## src/rtl/index_ld_sequencer_if.sv

```systemverilog
// Fetch-byte stream and memory request bus shared by the indexed-load/store sequencer
// and its environment. "master" is the sequencer side.
interface index_ld_sequencer_if #(
  parameter int ADDR_W = 16
);
  logic              byte_valid;
  logic [7:0]        byte_in;
  logic              byte_ready;
  logic              mem_valid;
  logic              mem_we;
  logic [ADDR_W-1:0] mem_addr;
  logic [7:0]        mem_wdata;
  logic              mem_ready;
  logic [7:0]        mem_rdata;

  modport master (
    input  byte_valid, byte_in,
    output byte_ready,
    output mem_valid, mem_we, mem_addr, mem_wdata,
    input  mem_ready, mem_rdata
  );

  modport slave (
    output byte_valid, byte_in,
    input  byte_ready,
    input  mem_valid, mem_we, mem_addr, mem_wdata,
    output mem_ready, mem_rdata
  );
endinterface

```

## src/rtl/index_ld_sequencer.sv

```systemverilog
// Multi-cycle sequencer for LD r,(IX/IY+d) and LD (IX/IY+d),r with prefix chains.
// Define NORZ_XIX_LDN_EN to add LD (IX/IY+d),n through an extra IMM state.
module index_ld_sequencer #(
  parameter int ADDR_W     = 16,
  parameter int PREFIX_MAX = 4
) (
  input  logic                 CLK,
  input  logic                 RESET,
  index_ld_sequencer_if.master bus,
  input  logic [ADDR_W-1:0]    ix,
  input  logic [ADDR_W-1:0]    iy,
  output logic [2:0]           rd_sel,
  input  logic [7:0]           rd_data,
  output logic                 wr_en,
  output logic [2:0]           wr_sel,
  output logic [7:0]           wr_data,
  output logic                 busy,
  output logic                 done,
  output logic                 unhandled,
  output logic [7:0]           unhandled_op,
  output logic                 unhandled_is_y,
  output logic                 prefix_overflow
);

  typedef enum logic [2:0] {
    IDLE,
    OPC,
    DISP,
`ifdef NORZ_XIX_LDN_EN
    IMM,
`endif
    MEM,
    WB
  } state_t;

  state_t            state;
  logic              is_y;
  logic [3:0]        prefix_cnt;
  logic              is_store;
  logic              is_imm;
  logic [2:0]        reg_sel;
  logic [ADDR_W-1:0] addr;
  logic [7:0]        wdata;
  logic [7:0]        rdata_q;
  logic              unh_q;
  logic [7:0]        unh_op_q;
  logic              unh_y_q;
  logic              ovf_q;

  logic              accept;
  logic              is_prefix;
  logic              is_load_op;
  logic              is_store_op;
  logic [ADDR_W-1:0] disp_ext;

  assign accept      = bus.byte_valid && bus.byte_ready;
  assign is_prefix   = (bus.byte_in == 8'hDD) || (bus.byte_in == 8'hFD);
  // 0x76 (HALT slot) matches both bit patterns and must fall through to unhandled
  assign is_load_op  = (bus.byte_in[7:6] == 2'b01) && (bus.byte_in[2:0] == 3'b110) &&
                       (bus.byte_in[5:3] != 3'b110);
  assign is_store_op = (bus.byte_in[7:3] == 5'b01110) && (bus.byte_in[2:0] != 3'b110);
  assign disp_ext    = ADDR_W'(signed'(bus.byte_in));

`ifdef NORZ_XIX_LDN_EN
  assign bus.byte_ready = (state == IDLE) || (state == OPC) || (state == DISP) || (state == IMM);
`else
  assign bus.byte_ready = (state == IDLE) || (state == OPC) || (state == DISP);
`endif

  assign bus.mem_valid   = (state == MEM);
  assign bus.mem_we      = bus.mem_valid && is_store;
  assign bus.mem_addr    = bus.mem_valid ? addr : '0;
  assign bus.mem_wdata   = bus.mem_we ? wdata : 8'h00;
  assign rd_sel          = (state == DISP) ? reg_sel : 3'd0;
  assign wr_en           = (state == WB);
  assign wr_sel          = wr_en ? reg_sel : 3'd0;
  assign wr_data         = wr_en ? rdata_q : 8'h00;
  assign busy            = (state != IDLE);
  assign done            = wr_en || (bus.mem_we && bus.mem_ready);
  assign unhandled       = unh_q;
  assign unhandled_op    = unh_q ? unh_op_q : 8'h00;
  assign unhandled_is_y  = unh_q && unh_y_q;
  assign prefix_overflow = ovf_q;

  // Main sequencer; unhandled/overflow pulses are registered and land in the IDLE cycle after
  always_ff @(posedge CLK or posedge RESET) begin
    if (RESET) begin
      state      <= IDLE;
      is_y       <= 1'b0;
      prefix_cnt <= 4'd0;
      is_store   <= 1'b0;
      is_imm     <= 1'b0;
      reg_sel    <= 3'd0;
      addr       <= '0;
      wdata      <= 8'h00;
      rdata_q    <= 8'h00;
      unh_q      <= 1'b0;
      unh_op_q   <= 8'h00;
      unh_y_q    <= 1'b0;
      ovf_q      <= 1'b0;
    end else begin
      unh_q <= 1'b0;
      ovf_q <= 1'b0;
      case (state)
        IDLE: begin
          if (accept && is_prefix) begin
            is_y       <= (bus.byte_in == 8'hFD);
            prefix_cnt <= 4'd1;
            state      <= OPC;
          end
        end
        OPC: begin
          if (accept) begin
            is_imm <= 1'b0;
            if (is_prefix) begin
              if (prefix_cnt == 4'(PREFIX_MAX)) begin
                ovf_q <= 1'b1;
                state <= IDLE;
              end else begin
                prefix_cnt <= prefix_cnt + 4'd1;
                is_y       <= (bus.byte_in == 8'hFD);
              end
            end else if (is_load_op) begin
              is_store <= 1'b0;
              reg_sel  <= bus.byte_in[5:3];
              state    <= DISP;
            end else if (is_store_op) begin
              is_store <= 1'b1;
              reg_sel  <= bus.byte_in[2:0];
              state    <= DISP;
`ifdef NORZ_XIX_LDN_EN
            end else if (bus.byte_in == 8'h36) begin
              is_store <= 1'b1;
              is_imm   <= 1'b1;
              reg_sel  <= 3'd0;
              state    <= DISP;
`endif
            end else begin
              unh_q    <= 1'b1;
              unh_op_q <= bus.byte_in;
              unh_y_q  <= is_y;
              state    <= IDLE;
            end
          end
        end
        DISP: begin
          if (accept) begin
            addr  <= (is_y ? iy : ix) + disp_ext;
            wdata <= rd_data;
`ifdef NORZ_XIX_LDN_EN
            state <= is_imm ? IMM : MEM;
`else
            state <= MEM;
`endif
          end
        end
`ifdef NORZ_XIX_LDN_EN
        IMM: begin
          if (accept) begin
            wdata <= bus.byte_in;
            state <= MEM;
          end
        end
`endif
        MEM: begin
          if (bus.mem_ready) begin
            rdata_q <= bus.mem_rdata;
            state   <= is_store ? IDLE : WB;
          end
        end
        WB:      state <= IDLE;
        default: state <= IDLE;
      endcase
    end
  end

endmodule

```

## src/flat_wrapper.sv

```systemverilog
// flat-port wrapper written by rule: the top's interface ports become plain ports
module index_ld_sequencer_flat 
#(
  parameter int ADDR_W     = 16,
  parameter int PREFIX_MAX = 4
)
  (CLK, RESET, ix, iy, rd_sel, rd_data, wr_en, wr_sel, wr_data, busy, done, unhandled, unhandled_op, unhandled_is_y, prefix_overflow, bus_byte_valid, bus_byte_in, bus_byte_ready, bus_mem_valid, bus_mem_we, bus_mem_addr, bus_mem_wdata, bus_mem_ready, bus_mem_rdata);
  index_ld_sequencer_if #(.ADDR_W(ADDR_W)) bus_i ();
  input  logic CLK;
  input  logic RESET;
  input  logic [ADDR_W-1:0] ix;
  input  logic [ADDR_W-1:0] iy;
  output logic [2:0] rd_sel;
  input  logic [7:0] rd_data;
  output logic wr_en;
  output logic [2:0] wr_sel;
  output logic [7:0] wr_data;
  output logic busy;
  output logic done;
  output logic unhandled;
  output logic [7:0] unhandled_op;
  output logic unhandled_is_y;
  output logic prefix_overflow;
  input wire logic [$bits(bus_i.byte_valid)-1:0] bus_byte_valid;
  input wire logic [$bits(bus_i.byte_in)-1:0] bus_byte_in;
  output wire logic [$bits(bus_i.byte_ready)-1:0] bus_byte_ready;
  output wire logic [$bits(bus_i.mem_valid)-1:0] bus_mem_valid;
  output wire logic [$bits(bus_i.mem_we)-1:0] bus_mem_we;
  output wire logic [$bits(bus_i.mem_addr)-1:0] bus_mem_addr;
  output wire logic [$bits(bus_i.mem_wdata)-1:0] bus_mem_wdata;
  input wire logic [$bits(bus_i.mem_ready)-1:0] bus_mem_ready;
  input wire logic [$bits(bus_i.mem_rdata)-1:0] bus_mem_rdata;
  assign bus_i.byte_valid = bus_byte_valid;
  assign bus_i.byte_in = bus_byte_in;
  assign bus_byte_ready = bus_i.byte_ready;
  assign bus_mem_valid = bus_i.mem_valid;
  assign bus_mem_we = bus_i.mem_we;
  assign bus_mem_addr = bus_i.mem_addr;
  assign bus_mem_wdata = bus_i.mem_wdata;
  assign bus_i.mem_ready = bus_mem_ready;
  assign bus_i.mem_rdata = bus_mem_rdata;
  index_ld_sequencer #(.ADDR_W(ADDR_W), .PREFIX_MAX(PREFIX_MAX)) u_core (.CLK(CLK), .RESET(RESET), .bus(bus_i), .ix(ix), .iy(iy), .rd_sel(rd_sel), .rd_data(rd_data), .wr_en(wr_en), .wr_sel(wr_sel), .wr_data(wr_data), .busy(busy), .done(done), .unhandled(unhandled), .unhandled_op(unhandled_op), .unhandled_is_y(unhandled_is_y), .prefix_overflow(prefix_overflow));
endmodule
```

## config.mk

```make
export PLATFORM = sky130hd
export DESIGN_NAME = index_ld_sequencer_flat
export DESIGN_NICKNAME = d
export VERILOG_FILES = /design/src/rtl/index_ld_sequencer_if.sv /design/src/rtl/index_ld_sequencer.sv /design/src/flat_wrapper.sv
export SDC_FILE = /design/constraint.sdc
export NUM_CORES = 1
export LEC_CHECK = 0
export ABC_AREA = 1
export ABC_CLOCK_PERIOD_IN_PS = 3300
export BUFFER_PORTS_ARGS = -buffer_cell sky130_fd_sc_hd__buf_2
export CAP_MARGIN = 20
export CORE_MARGIN = 8
export CORE_UTILIZATION = 45
export DETAILED_ROUTE_END_ITERATION = 12
export PLACE_DENSITY = 0.8
export SLEW_MARGIN = 10
export SYNTH_ARGS = -nofsm -noshare
export SYNTH_HDL_FRONTEND = slang
export SYNTH_SLANG_ARGS = --single-unit
```

## constraint.sdc

```tcl
create_clock -name CLK -period 3.3 [get_ports CLK]
set_input_delay 0.165 -clock CLK [delete_from_list [all_inputs] [get_ports CLK]]
set_output_delay 0.165 -clock CLK [all_outputs]
set_load 0.05 [all_outputs]
```

Yosys cells after proc, flatten, opt, wreduce, memory -nomap -nowiden
Index checks and enable logic that the tools add are counted.

word-level totals
  flip-flop bits (word level) = 55
  latch bits = 0
  bits in writable memories = 0
  memory bits (read-only) = 0
  output and inout port bits = 55
  logic and storage cells = 98
  memories kept = 0

operators by class
  $add $sub $neg = 2
  $mul = 0
  div/mod/pow operators = 0
  $lt $le $gt $ge = 0
  equal/unequal tests = 19
  shifts and indexed selects = 0
  muxes and demuxes = 40
  bitwise operators = 3
  reductions and logical operators = 22

operator list
  operator             count
  $mux 3               12
  $mux 16              2
  $mux 8               3
  $add 16x16->16       1
  $eq 8x8->1 const B   2
  $mux 4               4
  $mux 1               15
  $reduce_and 5->1     3
  $pmux 3 s4           1
  $ne 3x3->1 const B   3
  $logic_and 1x1->1    8
  $pmux 4 s2           1
  $eq 3x2->1 const B   2
  $eq 3x3->1 const B   2
  $ne 2x1->1 const B   3
  $ne 2x2->1 const B   3
  $eq 5x4->1 const B   1
  $add 4x1->4 const B  1
  $eq 4x3->1 const B   1
  $logic_or 1x1->1     4
  $reduce_and 2->1     2
  $reduce_and 4->1     1
  $reduce_bool 2->1    2
  $eq 3x1->1 const B   1
  6 further kinds      8

Logic depth before layout (Yosys ltp)
Gate-level depths: netlist (run 1).

  depth in word-level cells = 7
  depth in mapped cells = 16
  mapped depth without buffers = 14

Least setup slack after synthesis (run 1)
Ideal clock, no wire load.

  kind = register to output
  start = reg u_core.state[2]
  end = out wr_data[0]
  data arrival time = 2668 ps
  data required time = 3135 ps
  setup slack = 467 ps
  stages on the path, launching flop included = 6
  path buffers = 1
  path through = dfrtp_1 inv_2 nor3_1 inv_1 clkbuf_1 nor2_1

between the ends
  longest elaborated chain between the ends = 2

ends and longest elaborated chain
  element                   RTL line                   text
  start: declaration        index_ld_sequencer.sv:36   state_t state;
  start signal: assignment  index_ld_sequencer.sv:168  state <= is_store ? IDLE : WB;
  $eq 3x3->1                index_ld_sequencer.sv:75   assign wr_en = (state == WB);
  via wr_en                 flat_wrapper.sv:15         output logic wr_en;
  $mux 8                    index_ld_sequencer.sv:77   assign wr_data = wr_en ? rdata_q : 8'h00;
  end: declaration          flat_wrapper.sv:17         output logic [7:0] wr_data;

The timed path passes the listed nets, and every way through them passes these cells.

Final worst setup path (run 1)
  start = reg u_core.is_y
  end = reg u_core.addr[6]

between the ends
  longest elaborated chain between the ends = 2

ends and longest elaborated chain
  element                   RTL line                   text
  start: declaration        index_ld_sequencer.sv:37   logic is_y;
  start signal: assignment  index_ld_sequencer.sv:107  is_y <= (bus.byte_in == 8'hFD);
  start signal: assignment  index_ld_sequencer.sv:121  is_y <= (bus.byte_in == 8'hFD);
  $mux 16                   index_ld_sequencer.sv:148  addr <= (is_y ? iy : ix) + disp_ext;
  $add 16x16->16            index_ld_sequencer.sv:148
  end signal: assignment    index_ld_sequencer.sv:148
  end: declaration          index_ld_sequencer.sv:42   logic [ADDR_W-1:0] addr;

No other way between the ends.
A chain may end at the register's enable or synchronous reset.

==> impl_results.md, run 1 <==
* Worst Hold Class: primary input to register
* Crit path max-delay cell type: clkinv_1
* Worst-margin pin slew at 0.6527 ns
* Hold Crit Start: rd_data[4]
* WHS at around 0.054 ns
* Cell family with most CP delay: simple AND/OR/NAND/NOR gates
* Avg Inst Size Synth at approximately 6.5 µm²
* Final wirelength at a little over 10000 µm
* H-Tree Level Count at 2
* RSZ-0062 raised after global routing: no
* Overall Global Routing Usage at 17.81%
* Dpl hpwl at about 8300 µm
* Most frequent cells in the layout: nand2_1, buf_2, inv_1, nor2_1, dfrtp_1
* Max cap viols at 0
* Critical path startpoint: u_core.is_y$_DFFE_PP0P_
* CP Capture Type: register
* Worst EP required at 3.51 ns
* Setup crit start kind: register
* Fill count at between 700 and 800
* Root buf cell: clkbuf_8
* Crit path kind: register to register
* DR vias/cell at 4.740
* Reg clk slew, reported paths at roughly 0.10 ns
* Starting density of the core at a little under half
* Register area at between 1000 and 1500 µm²
* Power density over the cells at 540.7 nW/µm²
* Buf/Inv on CP at 2
* Maximum number of pins on one net before global-route repair at 33
* Clock sinks at 55
* Num rows at 33
* Area Overhead vs Synth at 20.05%
* Antenna cells at 0
* Worst skew pair latency at 0.32 ns
* TNS Setup at 0 ns
* Die height at 108.4 µm
* Synth Register Bits at 55
* Initial antenna violation count at 0
* Final Worst Setup Slack at between 0.6 and 0.7 ns
* Relative slew slack at 56.42%
* Detail Route Antenna Nets at 0
* Mapped Nets at 669
* Port bufs at roughly 110
* Dpl ws at ~0.64 ns
* Total iterations of the first detailed-routing run at 4
* DRT iter0 DRCs at 160
* Post-CTS Hold Fix Bufs at 1
* Worst-case vdd ir drop at about 0.28 mV
* Die area at ~12000 µm²
* Final Cycle Share at between 80% and 90%
* Final Hold Viols at 0
* Cell mode on critical path: nand2_1
* Count of final setup violators at 0
* Vias at around 3800
* Ports at 115
* Leakage at roughly 2.9 nW
* CTS Buf Count at 5
* CP Cell Sequence: buf_4 -> clkinv_1 -> nand2_1 -> nand2_1 -> ha_1 -> fa_1 -> nand2_1 -> nand2_1 -> nand3b_1 -> nand2_1 -> or2_2 -> nand3_1 -> o21ai_0
* Max Freq at ~370 MHz
* Synthesis Warnings at 0
* R2R Path Start: u_core.is_y$_DFFE_PP0P_
* Post-CTS Setup Repair Bufs at 0
* Maximum clock insertion buffer count at 2
* Post-CTS resize count at 0
* Yosys cell types at 34
* Fin Clk Skew at about 0.011 ns
* Mapped Cells at slightly below 600
* First-pass GRT wire length at approximately 17000 µm
* Total gr overflow at 0
* Residual DRC at 0
* Share of layout cells above drive strength 1 at 22.70%
* Min Tclk post-route at ~2.7 ns
* Number of global-route vias before repair at just under 4000
* Netlist Area Pre-Place at ~3800 µm²
* Register area share after synthesis at 35.80%
* CP max stage delay at ~0.43 ns
* Routed length per placed instance at around 12 µm
* Data arrival, critical path at between 2 and 3 ns
* Core Box Area at 8258 µm²
* Max Fanout on Critical Path at 18
* Gpl congestion at between 0.9 and 1
* Multi-input combinational cell area at around 2000 µm²
* Most common cell after layout, fill and taps aside: nand2_1
* Status: finished clean
* Net count, final at 782
* Max-slew violations at 0
* Die X at approximately 110 µm
* Dpl cells at around 800
* Fin cells at 810
* CTS tree: built
## path summary, 6_finish.rpt
| path | slack [ns] | endpoint | depth (start not counted) |
|---|---|---|---|
| worst max register to register | 0.62 | u_core.addr[6]$_DFFE_PP0P_ | 13 |
| worst max-delay path | 0.62 | u_core.addr[6]$_DFFE_PP0P_ | 13 |
| min in group asynchronous | 0.48 | u_core.wdata[3]$_DFFE_PP0P_ | 3 |
| max in group asynchronous | 2.04 | u_core.unh_op_q[1]$_DFFE_PP0P_ | 4 |
| worst min-delay path | 0.05 | u_core.wdata[4]$_DFFE_PP0P_ | 3 |
| worst min register to register | 0.43 | u_core.state[2]$_DFFE_PP0P_ | 1 |
## per-layer routing
layer  GRT usage, %  vias up  wire [µm]
li1               -     2010          -
met1          20.54     1719       4351
met2          32.82      100       4929
met3          3.450       10        657
met4          4.497        0        118
met5              0        -          0
## logic make-up (layout without fill, tap and decap cells)
| family | count (synthesis) | after routing | synth area share (%) |
|---|---|---|---|
| buffers and inverters | 126 | 240 | 12.69 |
| DFF | 55 | 55 | 35.80 |
| xor gates and xnor gates | 6 | 6 | 1.367 |
| AOI/OAI and AO/OA | 51 | 51 | 7.452 |
| adders and majority gates | 18 | 18 | 6.053 |
| and+or+nand+nor | 335 | 335 | 36.64 |
## area by class of cell
type | count | area share, %
flip-flops and latches | 55 | 29.82
inverters | 114 | 9.271
clock buffers | 5 | 1.491
well taps | 105 | 2.846
repair buffers | 118 | 13.07
clock inverters | 3 | 0.5964
multi-input cells | 410 | 42.91
## synth_stat cells, drive strengths merged
cell	n	area [µm²]
nor3	8	51.30
nand2	218	845.8
nand3	26	135.1
inv	113	424.2
ha	17	212.7
o211ai	1	7.510
clkbuf	4	15.01
dfrtp	55	1376
buf	8	45.04
nor2	71	296.5
and2	1	6.260
o21ai	30	168.9
nand3b	4	30.03
nor4	1	6.260
nand4	3	18.77
a21oi	18	90.09
fa	1	20.02
xnor2	4	35.03
xor2	2	17.52
or2	3	18.77
o31ai	1	12.51
a22oi	1	7.510
clkinv	1	3.750
## worst reg2reg max path, delay by kind of cell (launching register included)
family          cells  cell delay (ns)
compound gates      1             0.07
flops               1             0.33
simple gates        8             0.94
buf+inv             2             0.63
fa+ha+maj           2             0.60
## sequential cells by signal (all words and copies together), names as in the netlist
name                    count
u_core.addr                16
u_core.is_store             1
u_core.is_y                 1
u_core.prefix_cnt           4
u_core.prefix_overflow      1
u_core.rdata_q              8
u_core.reg_sel              3
u_core.state                3
u_core.unh_op_q             8
u_core.unh_y_q              1
u_core.unhandled            1
u_core.wdata                8
## per-stage QoR
step / power, W / utilization (%) / area, µm²
CTS: 0.002517 / 55.89 / 4616
finish: 0.002496 / 55.89 / 4616
floorplan: 0.001851 / - / 3845
global placement: 0.002075 / 54.61 / 4509
global route: 0.002708 / 55.89 / 4616
detailed placement: 0.002114 / 54.61 / 4509
## where the power goes
part           internal (W)  switching [W]  total, W
sequential         0.000925       0.000126   0.00105
clock              0.000156       0.000239  0.000395
combinational      0.000331       0.000718   0.00105
Note: power is estimated with default switching activity, not from simulation.
==> run 2: changes to the inputs <==
Settings changed: ABC_CLOCK_PERIOD_IN_PS 3300 to 2150, PLACE_DENSITY 0.8 to 0.83.
Clock period 3.3 ns to 2.15 ns, I/O delays scaled along.
==> run 2 against run 1 <==
Effect of this change:
- routed wire length increased by 4.0%
- global-route usage decreased by 0.070 points
- fmax increased by 32%
- utilization increased by 3.2 points
- non-clock buffer count increased by 12
- setup slack got worse by 0.50 ns
- worst hold slack got worse by 0.053 ns
- die area unchanged
- combinational power increased by 63%
- clock skew decreased by 0.0023 ns
- clock-buffer cell count unchanged
- critical endpoint unchanged
==> impl_results.md, run 2 (same netlist as run 1, synthesis figures left out) <==
* Flip-flop count of the largest register after layout at 16 (unchanged)
* Final Hold Viols at 0 (unchanged)
* Buf/Inv on CP at 1 (-1)
* Fin Clk Skew at 0.008875 ns (-0.002321 ns)
* Min Tclk post-route at 2.025 ns (-0.6546 ns)
* Data arrival, critical path at 2.23 ns (-0.66 ns)
* Gpl congestion at 0.9554 (+0.38%)
* Number of global-route vias before repair at 4049 (+3.9%)
* Clock sinks at 55 (unchanged)
* Relative slew slack at 65.63% (+9.2 points)
* Power density over the cells at 807.5 nW/µm² (+49%)
* CP Capture Type: register
* Leakage at 2.934 nW (+2.3%)
* First-pass GRT wire length at 17400 µm (-0.20%)
* DRT iter0 DRCs at 132 (-18%)
* Dpl hpwl at 8491 µm (+2.1%)
* H-Tree Level Count at 2 (unchanged)
* Residual DRC at 0 (unchanged)
* Port bufs at 114 (unchanged)
* Final wirelength at 10460 µm (+4.0%)
* Worst EP required at 2.36 ns (-1.15 ns)
* Worst skew pair latency at 0.31 ns (about the same)
* Most common cell after layout, fill and taps aside: nand2_1
* Max-slew violations at 0 (unchanged)
* Cell family with most CP delay: simple AND/OR/NAND/NOR gates
* Die X at 108.4 µm (unchanged)
* Ports at 115 (unchanged)
* TNS Setup at 0 ns (unchanged)
* DR vias/cell at 4.831 (+1.9%)
* Crit path max-delay cell type: dfrtp_2
* Worst-case vdd ir drop at 0.4335 mV (+53%)
* Maximum clock insertion buffer count at 2 (unchanged)
* Register area at 1378 µm² (about the same)
* Root buf cell: clkbuf_8
* CP max stage delay at 0.44 ns (about the same)
* Share of layout cells above drive strength 1 at 25.94% (+3.2 points)
* CP Cell Sequence: clkinv_4 -> nand2_1 -> nand2_1 -> ha_2 -> fa_1 -> nand2_1 -> nand2_1 -> nand3b_1 -> nand2_2 -> or2_2 -> nand3_1 -> o21ai_0
* Reg clk slew, reported paths at 0.11 ns (about the same)
* Most frequent cells in the layout: nand2_1, buf_2, inv_1, nor2_1, dfrtp_1
* Detail Route Antenna Nets at 0 (unchanged)
* Final Total Pwr at 0.003942 W (+58%)
* CTS Buf Count at 5 (unchanged)
* Multi-input combinational cell area at 2110 µm² (+6.5%)
* Num rows at 33 (unchanged)
* Die area at 11760 µm² (unchanged)
* Max Fanout on Critical Path at 5 (-13)
* Total iterations of the first detailed-routing run at 4 (unchanged)
* CTS tree: built
* Worst-margin pin slew at 0.5148 ns (-0.1379 ns)
* Initial antenna violation count at 0 (unchanged)
* Core Box Area at 8258 µm² (unchanged)
* Antenna cells at 0 (unchanged)
* Die height at 108.4 µm (unchanged)
* Net count, final at 794 (+1.5%)
* Overall Global Routing Usage at 17.74% (-0.070 points)
* Final Cycle Share at 94.18% (+13 points)
* Worst Hold Class: primary input to register
* Largest register by flop count: u_core.addr
* RSZ-0062 raised after global routing: yes
* Cell mode on critical path: nand2_1
* Status: finished clean
* Starting density of the core at 46.56% (unchanged)
* Count of final setup violators at 0 (unchanged)
* Routed length per placed instance at 12.73 µm (+2.5%)
* Crit path kind: register to register
* Maximum number of pins on one net before global-route repair at 34 (+3.0%)
* Max cap viols at 0 (unchanged)
* Vias at 3971 (+3.4%)
* Area Overhead vs Synth at 26.98%
* Setup crit start kind: register
* Total gr overflow at 0 (unchanged)
* Max Freq at 493.8 MHz (+32%)
* Fill count at 794 (-0.63%)
## run 2: changes by cell type in the layout (fill, tap and decap cells not counted), moves of 3 or more
cell,previous run,this run
buf_4,3,7
dlygate4sd3_1,1,8
ha_1,17,11
ha_4,0,5
nor2_1,65,57
nor2_2,3,6
nor2_4,3,8
## run 2: what timing repair did
item,CTS,global route
buffers inserted,0,2
gates cloned,0,0
pin swaps,0,1
resized for setup,1,15
hold endpoints to repair,29,0
hold buffers,8,0
setup endpoints to repair,1,19
## run 2: layer usage
layer	global-route usage (%)	share of wire, %
met3	2.736	5.6
met4	4.985	1.3
met2	34.44	52
met1	19.25	41
met5	0	0
## run 2: area by class of cell
cell class                 count  area share [%]
clock buffer                   5           1.410
sequential                    55           28.22
timing repair buffer         130           14.99
tap                          105           2.691
multi-input combinational    410           43.21
inverter                     114           8.919
clock inverter                 3          0.5638
## run 2: power breakdown
group          leakage (nW)  switching (W)  total [W]  internal, W
clock                0.0463       0.000375   0.000615     0.000240
combinational          2.25        0.00115    0.00171     0.000555
sequential            0.640       0.000201    0.00162      0.00142
## run 2: through the flow
step | hold slack, ns | worst slack [ns] | cells | utilization, % | cell area [µm²]
finish | 0.0007758 | 0.1251 | 822 | 59.12 | 4882
global placement | 0.1567 | 0.1193 | 804 | 55.74 | 4603
CTS | 0.0005685 | 0.009983 | 820 | 57.91 | 4782
floorplan | 0.2171 | -0.1652 | 591 | - | 3921
detailed placement | 0.1786 | 0.04926 | 804 | 55.74 | 4603
global route | 0.01125 | -0.02146 | 822 | 59.12 | 4882
## run 2: path summary, 6_finish.rpt
path / start / end / slack, ns / cells past startpoint
hold reg to reg: u_core.is_store$_DFFE_PP0P_ / u_core.state[2]$_DFFE_PP0P_ / 0.44 / 1
min in group asynchronous: RESET / u_core.rdata_q[0]$_DFFE_PP0P_ / 0.35 / 3
hold / removal: rd_data[2] / u_core.wdata[2]$_DFFE_PP0P_ / 0.0008 / 3
max in group asynchronous: RESET / u_core.is_y$_DFFE_PP0P_ / 1.21 / 4
setup / recovery: u_core.is_y$_DFFE_PP0P_ / u_core.addr[6]$_DFFE_PP0P_ / 0.13 / 12
setup reg to reg: u_core.is_y$_DFFE_PP0P_ / u_core.addr[6]$_DFFE_PP0P_ / 0.13 / 12
## run 2: tightest hold or removal path: cells and delay by family
family / cells / cell delay, ns
buffers and inverters: 1 / 0.08
AND/OR/NAND/NOR: 1 / 0.04
AO/OA/AOI/OAI: 1 / 0.06
==> run 3: changes to the inputs <==
Settings changed: ABC_CLOCK_PERIOD_IN_PS 2150 to 2590, PLACE_DENSITY 0.83 to 0.8.
Clock period 2.15 ns to 2.59 ns, I/O delays scaled along.
==> run 3 against run 2 <==
Effect of this change:
- non-clock buffer count shrank 10
- fmax decreased by 10%
- register-to-register slack improved by 0.21 ns
- clock power shrank 17%
- via count fell by 2.5%
- combinational power decreased by 22%
- sequential power shrank 17%
- utilization shrank 2.9 points
- critical path depth stayed put
- critical endpoint unchanged
- largest cell class unchanged
==> impl_results.md, run 3 (same netlist as run 1, synthesis figures left out) <==
* Dpl hpwl at 8234 µm (-3.0%)
* Dpl cells at 803 (-0.12%)
* Max Freq at 443.9 MHz (-10%)
* Crit path kind: register to register
* Net count, final at 784 (-1.3%)
* DRT iter0 DRCs at 183 (+39%)
* Max cap viols at 0 (unchanged)
* Largest register by flop count: u_core.addr
* Clock sinks at 55 (unchanged)
* Max-slew violations at 0 (unchanged)
* Area Overhead vs Synth at 20.66%
* Detail Route Antenna Nets at 0 (unchanged)
* Share of layout cells above drive strength 1 at 23.20% (-2.7 points)
* Worst-case vdd ir drop at 0.2608 mV (-40%)
* Setup crit start kind: register
* Worst skew pair latency at 0.31 ns (about the same)
* Initial antenna violation count at 0 (unchanged)
* Final Cycle Share at 86.99% (-7.2 points)
* DR vias/cell at 4.768 (-1.3%)
* CP max stage delay at 0.43 ns (about the same)
* Most common cell after layout, fill and taps aside: nand2_1
* Buf/Inv on CP at 2 (+1)
* Port bufs at 114 (unchanged)
* Final Hold Viols at 0 (unchanged)
* CTS Buf Count at 5 (unchanged)
* R2R depth at 12 (unchanged)
* CTS tree: built
* R2R Path Start: u_core.is_y$_DFFE_PP0P_
* Total gr overflow at 0 (unchanged)
* Maximum clock insertion buffer count at 2 (unchanged)
* Die X at 108.4 µm (unchanged)
* CP Capture Type: register
* Min Tclk post-route at 2.253 ns (+0.2281 ns)
* Routed length per placed instance at 12.22 µm (-4.0%)
* RR Endpoint: u_core.addr[6]$_DFFE_PP0P_
* Root buf cell: clkbuf_8
* Worst Hold Class: primary input to register
* Post-CTS Setup Repair Bufs at 0 (unchanged)
* H-Tree Level Count at 2 (unchanged)
* Die area at 11760 µm² (unchanged)
* Relative slew slack at 70.74% (+5.1 points)
* CP Cell Sequence: clkinv_1 -> buf_4 -> nand2_1 -> nand2_1 -> fa_1 -> nand2_1 -> nand2_1 -> nand3b_1 -> nand2_1 -> or2_2 -> nand3_1 -> o21ai_0
* Power density over the cells at 684.7 nW/µm² (-15%)
* Fin cells at 812 (-1.2%)
* Vias at 3872 (-2.5%)
* Hold depth at 3 (unchanged)
* Critical path startpoint: u_core.is_y$_DFFE_PP0P_
* Final wirelength at 9919 µm (-5.2%)
* Antenna cells at 0 (unchanged)
* Fin Clk Skew at 0.004452 ns (-0.004423 ns)
* Data arrival, critical path at 2.45 ns (+0.22 ns)
* Die height at 108.4 µm (unchanged)
* TNS Setup at 0 ns (unchanged)
* CP Capture Point: u_core.addr[6]$_DFFE_PP0P_
* Core Box Area at 8258 µm² (unchanged)
* Most frequent cells in the layout: nand2_1, buf_2, inv_1, nor2_1, dfrtp_1
* Status: finished clean
* Gpl congestion at 0.9695 (+1.5%)
* First-pass GRT wire length at 17220 µm (-1.1%)
* Cell mode on critical path: nand2_1
* Leakage at 2.883 nW (-1.7%)
* Starting density of the core at 46.56% (unchanged)
* Worst EP required at 2.78 ns (+0.42 ns)
* Flop2flop setup slack at 0.34 ns (+0.21 ns)
* Critical path depth at 12 (unchanged)
* Maximum number of pins on one net before global-route repair at 24 (-29%)
* Num rows at 33 (unchanged)
* Count of final setup violators at 0 (unchanged)
* Crit path max-delay cell type: dfrtp_1
* Worst-margin pin slew at 0.4378 ns (-0.07700 ns)
* Overall Global Routing Usage at 17.63% (-0.11 points)
* Ports at 115 (unchanged)
* Cell family with most CP delay: simple AND/OR/NAND/NOR gates
* Reg clk slew, reported paths at 0.11 ns (about the same)
* Total iterations of the first detailed-routing run at 5 (+1)
* Max Fanout on Critical Path at 15 (+10)
* Residual DRC at 0 (unchanged)
* RSZ-0062 raised after global routing: no
* Flip-flop count of the largest register after layout at 16 (unchanged)
* Number of global-route vias before repair at 4007 (-1.0%)
[run 3: worst min-delay path by stage]
stage	startpoint	slack (ns)	end
after detailed placement	RESET	0.09	u_core.wdata[3]$_DFFE_PP0P_
after global routing	rd_data[2]	0.03	u_core.wdata[2]$_DFFE_PP0P_
after global placement	RESET	0.09	u_core.wdata[3]$_DFFE_PP0P_
after CTS	rd_data[1]	0.005	u_core.wdata[1]$_DFFE_PP0P_
after floorplan	bus_byte_in[1]	0.24	u_core.unh_op_q[1]$_DFFE_PP0P_
final	rd_data[1]	0.02	u_core.wdata[1]$_DFFE_PP0P_
[run 3: worst reg2reg max path: stages (launching register included)]
cell and delay [ns]:
dfrtp_1 0.43, clkinv_1 0.15, buf_4 0.22, nand2_1 0.07
nand2_1 0.08, fa_1 0.40, nand2_1 0.10, nand2_1 0.07
nand3b_1 0.08, nand2_1 0.10, or2_2 0.29, nand3_1 0.06
o21ai_0 0.07
[run 3: power by group]
group,switching [W],internal (W),total (W),leakage (nW)
Sequential,0.000159,0.00118,0.00134,0.640
Clock,0.000309,0.000199,0.000508,0.0463
Combinational,0.000907,0.000424,0.00133,2.20
[run 3: metrics by stage]
step	total power, W	setup WS (ns)	hold WS [ns]	utilization (%)	instance area (µm²)
finish	0.003177	0.3370	0.01754	56.18	4639
global route	0.003450	0.08958	0.03114	56.18	4639
CTS	0.003205	0.3534	0.004797	56.18	4639
detailed placement	0.002688	0.3785	0.08911	54.89	4533
global placement	0.002640	0.4708	0.08863	54.89	4533
floorplan	0.002360	-0.04364	0.2391	-	3854
[run 3: cell type report]
| class | instances | area [µm²] |
|---|---|---|
| tap | 105 | 131.4 |
| clock inverter | 3 | 27.53 |
| inverter | 114 | 427.9 |
| timing repair buffer | 120 | 618.1 |
| multi-input combinational | 410 | 1989 |
| sequential | 55 | 1376 |
| clock buffer | 5 | 68.82 |
| fill | 828 | 3618 |
[run 3: routing by layer]
layer / wire, µm / track usage, %
met1: 4123 / 19.84
met2: 4906 / 32.61
met3: 693 / 2.617
met4: 196 / 6.843
met5: 0 / 0
[run 3: what timing repair did]
action | 4_1_cts | 5_1_grt
endpoints found under the hold margin | 13 | 0
resized for setup | 0 | 0
hold buffers | 1 | 0
